## src/rtl/gato_pkg.sv

```systemverilog
// Shared definitions for the Gato board: cell codes, FSM encoding, defaults.
package gato_pkg;

   localparam int unsigned CELDAS_DEF = 9;
   localparam int unsigned ANCHO_DEF  = 2;
   localparam int unsigned CNT_W_DEF  = 4;
   localparam int unsigned CODIGO_W   = 2;

   // Cell codes; 2'b11 is never written.
   localparam logic [CODIGO_W-1:0] VACIO = 2'b00;
   localparam logic [CODIGO_W-1:0] X     = 2'b01;
   localparam logic [CODIGO_W-1:0] O     = 2'b10;

   typedef enum logic [1:0] {
      ESPERA = 2'd0,
      VALIDA = 2'd1,
      LLENO  = 2'd2
   } estado_e;

endpackage

```

## src/rtl/registro_tablero_if.sv

```systemverilog
// Move-request / board-state bundle between the input decoder and the board.
interface registro_tablero_if
   import gato_pkg::*;
#(
   parameter int unsigned CELDAS = CELDAS_DEF,
   parameter int unsigned ANCHO  = ANCHO_DEF,
   parameter int unsigned CNT_W  = CNT_W_DEF
) ();

   logic                     mover;
   logic [CNT_W-1:0]         posicion;
   logic                     limpiar;
   logic [CELDAS*ANCHO-1:0]  tablero;
   logic                     turno;
   logic                     ack;
   logic                     rechazo;
   logic                     ocupado;
   logic                     lleno;
   logic [CNT_W-1:0]         num_jugadas;

   modport master (
      output mover, posicion, limpiar,
      input  tablero, turno, ack, rechazo, ocupado, lleno, num_jugadas
   );

   modport slave (
      input  mover, posicion, limpiar,
      output tablero, turno, ack, rechazo, ocupado, lleno, num_jugadas
   );

endinterface

```

## src/rtl/registro_celda.sv

```systemverilog
// One board cell: ANCHO-bit register with async reset, sync clear and load.
module registro_celda
   import gato_pkg::*;
#(
   parameter int unsigned ANCHO = ANCHO_DEF
) (
   input  logic             clk,
   input  logic             reset,
   input  logic             limpiar,
   input  logic             carga,
   input  logic [ANCHO-1:0] dato,
   output logic [ANCHO-1:0] valor
);

   // Clear wins over load so a new game never keeps a stale mark.
   always_ff @(posedge clk or posedge reset) begin
      if (reset)
         valor <= ANCHO'(VACIO);
      else if (limpiar)
         valor <= ANCHO'(VACIO);
      else if (carga)
         valor <= dato;
   end

endmodule

```

## src/rtl/registro_tablero.sv

```systemverilog
// Gato board register: validates move requests, writes marks, alternates turn,
// counts moves and flags a full board.
module registro_tablero
   import gato_pkg::*;
#(
   parameter int unsigned CELDAS = CELDAS_DEF,
   parameter int unsigned ANCHO  = ANCHO_DEF,
   parameter int unsigned CNT_W  = CNT_W_DEF
) (
   input  logic                clk,
   input  logic                reset,
   registro_tablero_if.slave   bus
);

   estado_e                 estado;
   estado_e                 estado_sig;
   logic [CNT_W-1:0]        pos_lat;
   logic [CNT_W-1:0]        pos_sig;
   logic                    turno_sig;
   logic [CNT_W-1:0]        num_sig;
   logic                    lleno_sig;
   logic                    ack_sig;
   logic                    rechazo_sig;
   logic                    escribir;
   logic                    fuera;
   logic                    ocupada;
   logic [ANCHO-1:0]        marca;
   logic [CNT_W-1:0]        num_mas_uno;
   logic [CELDAS*ANCHO-1:0] celdas;

   assign bus.tablero = celdas;
   assign marca       = bus.turno ? ANCHO'(O) : ANCHO'(X);
   assign num_mas_uno = bus.num_jugadas + CNT_W'(1);
   assign fuera       = (pos_lat >= CNT_W'(CELDAS));

   // Occupancy of the latched target cell; out-of-range targets match no cell.
   always_comb begin
      ocupada = 1'b0;
      for (int unsigned i = 0; i < CELDAS; i++) begin
         if (pos_lat == CNT_W'(i))
            ocupada = (celdas[i*ANCHO +: ANCHO] != ANCHO'(VACIO));
      end
   end

   // State register and registered outputs.
   always_ff @(posedge clk or posedge reset) begin
      if (reset) begin
         estado          <= ESPERA;
         pos_lat         <= '0;
         bus.turno       <= 1'b0;
         bus.num_jugadas <= '0;
         bus.lleno       <= 1'b0;
         bus.ack         <= 1'b0;
         bus.rechazo     <= 1'b0;
         bus.ocupado     <= 1'b0;
      end else begin
         estado          <= estado_sig;
         pos_lat         <= pos_sig;
         bus.turno       <= turno_sig;
         bus.num_jugadas <= num_sig;
         bus.lleno       <= lleno_sig;
         bus.ack         <= ack_sig;
         bus.rechazo     <= rechazo_sig;
         bus.ocupado     <= (estado_sig == VALIDA);
      end
   end

   // Next state, move validation and turn/counter update; limpiar overrides all.
   always_comb begin
      estado_sig  = estado;
      pos_sig     = pos_lat;
      turno_sig   = bus.turno;
      num_sig     = bus.num_jugadas;
      lleno_sig   = bus.lleno;
      ack_sig     = 1'b0;
      rechazo_sig = 1'b0;
      escribir    = 1'b0;

      if (bus.limpiar) begin
         estado_sig = ESPERA;
         turno_sig  = 1'b0;
         num_sig    = '0;
         lleno_sig  = 1'b0;
      end else begin
         case (estado)
            ESPERA: begin
               if (bus.mover) begin
                  pos_sig    = bus.posicion;
                  estado_sig = VALIDA;
               end
            end
            VALIDA: begin
               if (fuera || ocupada) begin
                  rechazo_sig = 1'b1;
                  estado_sig  = ESPERA;
               end else begin
                  escribir  = 1'b1;
                  ack_sig   = 1'b1;
                  num_sig   = num_mas_uno;
                  turno_sig = ~bus.turno;
                  if (num_mas_uno == CNT_W'(CELDAS)) begin
                     estado_sig = LLENO;
                     lleno_sig  = 1'b1;
                  end else begin
                     estado_sig = ESPERA;
                  end
               end
            end
            LLENO: begin
               if (bus.mover)
                  rechazo_sig = 1'b1;
            end
            default: begin
               estado_sig = ESPERA;
            end
         endcase
      end
   end

   // One register per cell; only the latched target loads on a legal move.
   for (genvar g = 0; g < CELDAS; g++) begin : g_celda
      registro_celda #(
         .ANCHO (ANCHO)
      ) u_celda (
         .clk     (clk),
         .reset   (reset),
         .limpiar (bus.limpiar),
         .carga   (escribir && (pos_lat == CNT_W'(g))),
         .dato    (marca),
         .valor   (celdas[g*ANCHO +: ANCHO])
      );
   end

endmodule

```

## src/flat_wrapper.sv

```systemverilog
// flat-port wrapper written by rule: the top's interface ports become plain ports
module registro_tablero_flat import gato_pkg::*;
#(
   parameter int unsigned CELDAS = CELDAS_DEF,
   parameter int unsigned ANCHO  = ANCHO_DEF,
   parameter int unsigned CNT_W  = CNT_W_DEF
)
  (clk, reset, bus_mover, bus_posicion, bus_limpiar, bus_tablero, bus_turno, bus_ack, bus_rechazo, bus_ocupado, bus_lleno, bus_num_jugadas);
  registro_tablero_if #(.CELDAS(CELDAS), .ANCHO(ANCHO), .CNT_W(CNT_W)) bus_i ();
  input  logic clk;
  input  logic reset;
  input wire logic [$bits(bus_i.mover)-1:0] bus_mover;
  input wire logic [$bits(bus_i.posicion)-1:0] bus_posicion;
  input wire logic [$bits(bus_i.limpiar)-1:0] bus_limpiar;
  output wire logic [$bits(bus_i.tablero)-1:0] bus_tablero;
  output wire logic [$bits(bus_i.turno)-1:0] bus_turno;
  output wire logic [$bits(bus_i.ack)-1:0] bus_ack;
  output wire logic [$bits(bus_i.rechazo)-1:0] bus_rechazo;
  output wire logic [$bits(bus_i.ocupado)-1:0] bus_ocupado;
  output wire logic [$bits(bus_i.lleno)-1:0] bus_lleno;
  output wire logic [$bits(bus_i.num_jugadas)-1:0] bus_num_jugadas;
  assign bus_i.mover = bus_mover;
  assign bus_i.posicion = bus_posicion;
  assign bus_i.limpiar = bus_limpiar;
  assign bus_tablero = bus_i.tablero;
  assign bus_turno = bus_i.turno;
  assign bus_ack = bus_i.ack;
  assign bus_rechazo = bus_i.rechazo;
  assign bus_ocupado = bus_i.ocupado;
  assign bus_lleno = bus_i.lleno;
  assign bus_num_jugadas = bus_i.num_jugadas;
  registro_tablero #(.CELDAS(CELDAS), .ANCHO(ANCHO), .CNT_W(CNT_W)) u_core (.clk(clk), .reset(reset), .bus(bus_i));
endmodule
```

## config.mk

```make
export PLATFORM = sky130hd
export DESIGN_NAME = registro_tablero_flat
export DESIGN_NICKNAME = d
export VERILOG_FILES = /design/src/rtl/gato_pkg.sv /design/src/rtl/registro_tablero_if.sv /design/src/rtl/registro_celda.sv /design/src/rtl/registro_tablero.sv /design/src/flat_wrapper.sv
export SDC_FILE = /design/constraint.sdc
export NUM_CORES = 1
export LEC_CHECK = 0
export ABC_AREA = 1
export CORE_ASPECT_RATIO = 1.5
export CORE_MARGIN = 3
export CORE_UTILIZATION = 52
export DETAILED_ROUTE_END_ITERATION = 10
export PLACE_DENSITY = 0.79
export SLEW_MARGIN = 10
export SYNTH_ARGS = -nofsm -noshare
export SYNTH_HDL_FRONTEND = slang
export SYNTH_HIERARCHICAL = 1
export SYNTH_SLANG_ARGS = --single-unit
export TNS_END_PERCENT = 20
```

## constraint.sdc

```tcl
create_clock -name clk -period 2.5 [get_ports clk]
set_clock_uncertainty 0.1 [all_clocks]
set_input_delay 0.375 -clock clk [delete_from_list [all_inputs] [get_ports clk]]
set_output_delay 0.375 -clock clk [all_outputs]
set_load 0.005 [all_outputs]
```

After elaboration in Yosys (flattened, before gate mapping)
Cells that the tools add are included.

Add/sub/neg operators: 1. Multiply operators: 0. Divide/modulo/power cells: 0. Shift-type cells: 0. Equality and inequality tests: 13. Order comparisons: 1. Reductions and logical operators: 35. Bitwise gates (word level): 2. Muxes and demuxes: 50.

Operators by type and width (count): 2-bit two-way mux (23); 2-bit nonzero test (20); 1-bit two-way mux (22); 4-bit by 3-bit == test with 1-bit output (second input constant) (4); 4-bit two-way mux (3); 1-bit logical AND (9); 4-bit by 2-bit == test with 1-bit output (second input constant) (2); 4-bit == test (second input constant) (2); 2-bit case mux with 3 select lines (1); 3-bit AND reduction (2); 4-bit by 1-bit adder with 4-bit output (second input constant) (1); 2-bit by 1-bit == test with 1-bit output (second input constant) (2); 4-bit by 1-bit == test with 1-bit output (second input constant) (1); 4-bit >= comparator (second input constant) (1); 4-bit zero test (1); 2-bit == test (second input constant) (1); 2-bit zero test (1); 2-bit != test (second input constant) (1); 1-bit inverter (2); 1-bit case mux with 2 select lines (1); 2-bit AND reduction (1); 1-bit logical OR (1).

Output and inout bits: 27. Memories kept: 0. Bits in latches: 0. Bits in writable memories: 0. Register bits after elaboration: 33. Memory bits (read-only): 0. Logic and storage cells: 119.

Depth between registers and ports, before layout
Depth in word-level cells: 17. Mapped depth: 15. Depth with buffers taken out: 15.

Cells and area by module
The synthesis kept the hierarchy.

By module, submodules not included: registro_tablero (times used 1, area an instance 1114.8 µm², cells an instance 156); registro_celda (times used 9, area an instance 88.8 µm², cells an instance 11).

Worst setup path before layout
Ideal clock, no wire load.

Kind: register -> register. Start point: register u_core.pos_lat[3]. End point: register u_core.g_celda[8].u_celda.valor[1]. Data required time: 2.283 ns. Cell stages (with the launch flop): 15. Path slack: 0.673 ns. Arrival time: 1.610 ns. Library setup time: 0.117 ns. Cells stage by stage: dfrtp_1 -> inv_2 -> nand2_2 -> inv_2 -> nand3_2 -> o31ai_1 -> inv_1 -> nand2_2 -> nand3_4 -> nor2_4 -> inv_4 -> nor2_2 -> nor2_2 -> nand2_1 -> nand2_1.

Word-level cells in the longest chain between the ends: 16.

Ends and longest elaborated chain: from (decl) (RTL line registro_tablero.sv:17) `logic [CNT_W-1:0] pos_lat;`; from (signal assigned) (RTL line registro_tablero.sv:58) `pos_lat <= pos_sig;`; 4-bit zero test (RTL line registro_tablero.sv:40) `if (pos_lat == CNT_W'(i))`; 1-bit two-way mux (9 in series) (RTL line registro_tablero.sv:40); 1-bit logical OR * (RTL line registro_tablero.sv:93) `if (fuera || ocupada) begin`; 1-bit two-way mux * (3 in series); via u_core.ack_sig (RTL line registro_tablero.sv:22) `logic ack_sig;`; 1-bit logical AND * (RTL line registro_tablero.sv:128) `.carga (escribir && (pos_lat == CNT_W'(g))),`; 2-bit nonzero test (no line) *; to (signal assigned) (RTL line registro_celda.sv:18) `valor <= ANCHO'(VACIO);`; to (signal assigned) (RTL line registro_celda.sv:20) `valor <= ANCHO'(VACIO);`; to (signal assigned) (RTL line registro_celda.sv:22) `valor <= dato;`; to (decl) (RTL line registro_celda.sv:12) `output logic [ANCHO-1:0] valor`.

The timed path passes the listed nets; every way through them passes the cells marked *. A chain may end at the register's enable or synchronous reset.

Worst setup path after layout
Start point: register u_core.pos_lat[3]. End point: register u_core.g_celda[2].u_celda.valor[0].

Word-level cells in the longest chain between the ends: 16.

Ends and longest elaborated chain (RTL line): 4-bit zero test (registro_tablero.sv:40); 1-bit two-way mux (9 in series) (registro_tablero.sv:40); 1-bit logical OR * (registro_tablero.sv:93); 1-bit two-way mux * (3 in series); via u_core.ack_sig (registro_tablero.sv:22); 1-bit logical AND * (registro_tablero.sv:128); 2-bit nonzero test (no line) *; to (signal assigned) (registro_celda.sv:18); to (signal assigned) (registro_celda.sv:20); to (signal assigned) (registro_celda.sv:22); to (decl) (registro_celda.sv:12).

Marked as above.

==> summary.txt <==
Outcome
  – Run status: finished clean

Cells and area
  – Final #Nets: 313
  – Post-layout util: 0.7038
  – Layout Cell Area excl Fill: 0.002450 mm2
  – Share of post-route cells with drive strength above 1: 0.1500
  – Layout Area Growth over Synthesis: 27.97%
  – Antenna diodes: 0

CTS
  – H-tree levels: 2
  – Setup repair bufs after CTS: 0
  – Clock root buffer: clkbuf_8
  – Clock tree from TritonCTS: built
  – Count of cells resized by post-cts repair: 0
  – CTS sink count: 33
  – Clock buffer count from CTS: 5
  – Number of hold buffers added after CTS: 0
  – CTS clock-pin slew for the worst setup and hold paths: 0.07 ns
  – Skew-Pair Late Insertion Delay: 0.28 ns
  – Clock tree buffer depth: 2

Setup path
  – Depth of the most critical reg-to-reg path: 14
  – Critical-path cell list: inv_2 -> nand2_2 -> inv_2 -> nand3_2 -> o31ai_1 -> inv_1 -> nand2_2 -> nand3_4 -> nor2_4 -> inv_4 -> nor2_2 -> nor2_2 -> nand2_1 -> nand2_1
  – Required @ worst endpoint: 2.57 ns
  – Cell at the slowest stage of the critical path: dfrtp_1
  – Critical path fanouts, max: 9
  – Setup crit start kind: register
  – Critical path class: reg -> reg
  – Critical path endpoint category: register
  – Max stage delay on crit path: 0.45 ns
  – Timing startpoint of the critical path: u_core/pos_lat[3]
  – Critical path data arrival time: about 2.1 ns
  – Critical R2R Launch: u_core/pos_lat[3]

Timing
  – Final worst-path cycle share: 0.8047
  – Final Setup Violations: 0
  – Pin slew with the least headroom to its limit: between 0.5 and 0.6 ns
  – Min Clock Period, post-route: approximately 2 ns
  – Max-slew violations: 0
  – Setup WS post-layout: roughly 0.49 ns
  – Final-report hold violation count: 0
  – RSZ-0062 raised after global routing: false
  – Fin Setup TNS: 0 ns
  – Upper clock frequency limit: 497.1 MHz
  – Max-slew headroom: 0.6029

Synthesis
  – Warnings from Yosys: 6
  – Most common cell in the netlist: nand2_1
  – Portion of synthesized cell area occupied by the leading cell type: 0.4314
  – Commonest cells in the netlist: 63 x nand2_1, 47 x inv_1, 39 x nand3_1
  – Cell area after synthesis: 0.001914 mm2
  – EDFF count, synth: 0
  – Average footprint of a synthesized cell: 7.507 um2
  – Flip-flop and latch count after synthesis: 33
  – Synth unique cells: 24
  – Commonest register cell after synthesis: dfrtp_1
  – Cell type with the highest aggregate area in the netlist: dfrtp_1
  – Net count after synthesis: roughly 270
  – Share of synthesized area occupied by flip-flops and latches: 0.4314
  – Async set or reset register ratio after synthesis: 1.000
  – Gate count after technology mapping: around 260
  – Cell types occupying the most area after synthesis: dfrtp_1 43%, nand2_1 12%, nand3_1 10%, inv_1 9.2%, nor2_2 6.9%

Global route
  – Gr usage total: 0.2096
  – Global-route wire length before repair: about 7400 um
  – Antenna violations before repair: 0
  – Number of global-route vias before repair: 1,743
  – Grt total ovfl: 0
  – Pin count of the biggest net entering global routing: 17

Power
  – Relative contribution of combinational cells to total power: 0.146
  – Switching power share of the total: 0.2589
  – Clock group share of total power: 0.402
  – Cell internal power dissipation: 0.0009445 W
  – Net switching power figure: 0.0003300 W
  – Maximum VDD drop: between 400 and 500 uV
  – Pwr per Cell Area: 520.2 mW/mm2
  – Static leakage power: between 1 and 1.5 nW
  – Flop pwr share: 0.452

Die
  – Core Rows: 26
  – Die height: between 80 and 90 um
  – Ports placed on the boundary: 35
  – Initial Util: 0.5500
  – Floorplan core area: 0.003481 mm2
  – Die Width: 55.54 um
  – Area of the die: 0.004460 mm2

Placed design
  – Placed wire-length estimate after detailed placement: 3201 um
  – Pre-CTS WS: 0.5007 ns
  – PortBufs: 34
  – Placer Congestion: roughly 0.90
  – Total placed instance area: 0.002333 mm2

Route
  – Number of search-and-repair iterations in the first detailed-routing pass: 4
  – Antenna viol nets, final: 0
  – Vias per cell: 5.096
  – Number of remaining DRC errors: 0
  – Drt wl/cell: between 10 and 15 um
  – Total routed wirelength: roughly 4200 um
  – Violation count after the first detailed-routing iteration: 66
  – Overall via count from detail_route: around 1,700

Hold path
  – HP Class: in -> async

Run
  – Max cap viols: 0
## cells in the final DEF, fill, tap and decap left out
cell / synthesis / layout
nand2_1: 63 / 63
inv_1: 47 / 47
nand3_1: 39 / 39
clkdlybuf4s50_1: 0 / 34
dfrtp_1: 33 / 33
nor2_2: 21 / 21
nor2_1: 14 / 14
a21oi_1: 7 / 7
clkbuf_8: 0 / 6
ha_1: 6 / 6
buf_4: 0 / 4
inv_2: 3 / 3
nand2_2: 3 / 3
nand4_1: 3 / 3
or2_2: 2 / 2
xor2_1: 2 / 2
o21ai_0: 2 / 2
clkbuf_1: 0 / 1
bufinv_16: 0 / 1
nand3_2: 1 / 1
o21bai_1: 1 / 1
o31ai_4: 1 / 1
o21ai_1: 1 / 1
o31ai_1: 1 / 1
nand3_4: 1 / 1
nor3b_1: 1 / 1
nor2_4: 1 / 1
inv_4: 1 / 1
## final timing paths
| path | to | slack (ns) |
|---|---|---|
| max in group asynchronous | u_core/pos_lat[0] | 1.37 |
| min in group clk | u_core/g_celda[1].u_celda/valor[0] | 0.40 |
| hold / removal | u_core/g_celda[6].u_celda/valor[1] | 0.32 |
| hold reg to reg | u_core/g_celda[1].u_celda/valor[0] | 0.40 |
| setup / recovery | u_core/g_celda[2].u_celda/valor[0] | 0.49 |
| setup reg to reg | u_core/g_celda[2].u_celda/valor[0] | 0.49 |
## power by group through the flow
stage                     sequential (W)  clock, W  combinational (W)
final                           0.000576  0.000513           0.000186
after global routing            0.000579  0.000547           0.000211
after CTS                       0.000576  0.000525           0.000187
after detailed placement        0.000585         0           0.000186
after global placement          0.000585         0           0.000183
after floorplan                 0.000584         0           0.000118
## metrics by stage
stage / cells / hold WS, ns / power, W
after floorplan: 255 / 0.01618 / 0.0007028
after global placement: 334 / 0.3807 / 0.0007675
after detailed placement: 334 / 0.3824 / 0.0007712
after CTS: 342 / 0.3200 / 0.001288
after global routing: 342 / 0.3519 / 0.001337
final: 342 / 0.3191 / 0.001275
## metal layers
metal  wire length (um)  part of all wire  vias to the layer above  track usage
met5                  0                 0                        -            0
met4                 60             0.014                        0      0.09976
met3                179             0.043                        6      0.03537
met2               2222              0.53                       39       0.3863
met1               1693              0.41                      825       0.2306
li1                   -                 -                      873            -
## cells by family (layout without fill, tap and decap cells)
kind of cell             count (synthesis)  count (layout)  synth area share
buffers and inverters                   52              97            0.1033
adder cells (fa/ha/maj)                  6               6           0.03921
XOR/XNOR                                 2               2          0.009152
AO/OA/AOI/OAI                           13              13           0.04510
AND/OR/NAND/NOR                        149             149            0.3719
flip-flops                              33              33            0.4314
## area by class of cell
cell class	count	area [um2]
sequential	33	825.8
clock buffer	7	86.33
multi-input combinational	170	890.9
inverter	51	193.9
timing repair buffer	38	370.4
clock inverter	1	30.03
tap	42	52.55
fill	294	1031
## state kept, by name, indices dropped and copies added (netlist names)
| name | count |
|---|---|
| u_core/g_celda.u_celda/valor | 18 |
| u_core/bus.num_jugadas | 4 |
| u_core/pos_lat | 4 |
| u_core/estado | 2 |
| u_core/bus.ack | 1 |
| u_core/bus.lleno | 1 |
| u_core/bus.ocupado | 1 |
| u_core/bus.rechazo | 1 |
| u_core/bus.turno | 1 |
## critical path, delay by kind of cell, from the launching register on
kind,cells,cell delay [ns]
AO/OA/AOI/OAI,1,0.21
buffers and inverters,4,0.33
flip-flops,1,0.45
AND/OR/NAND/NOR,9,0.81
Note: power is estimated with default switching activity, not from simulation.
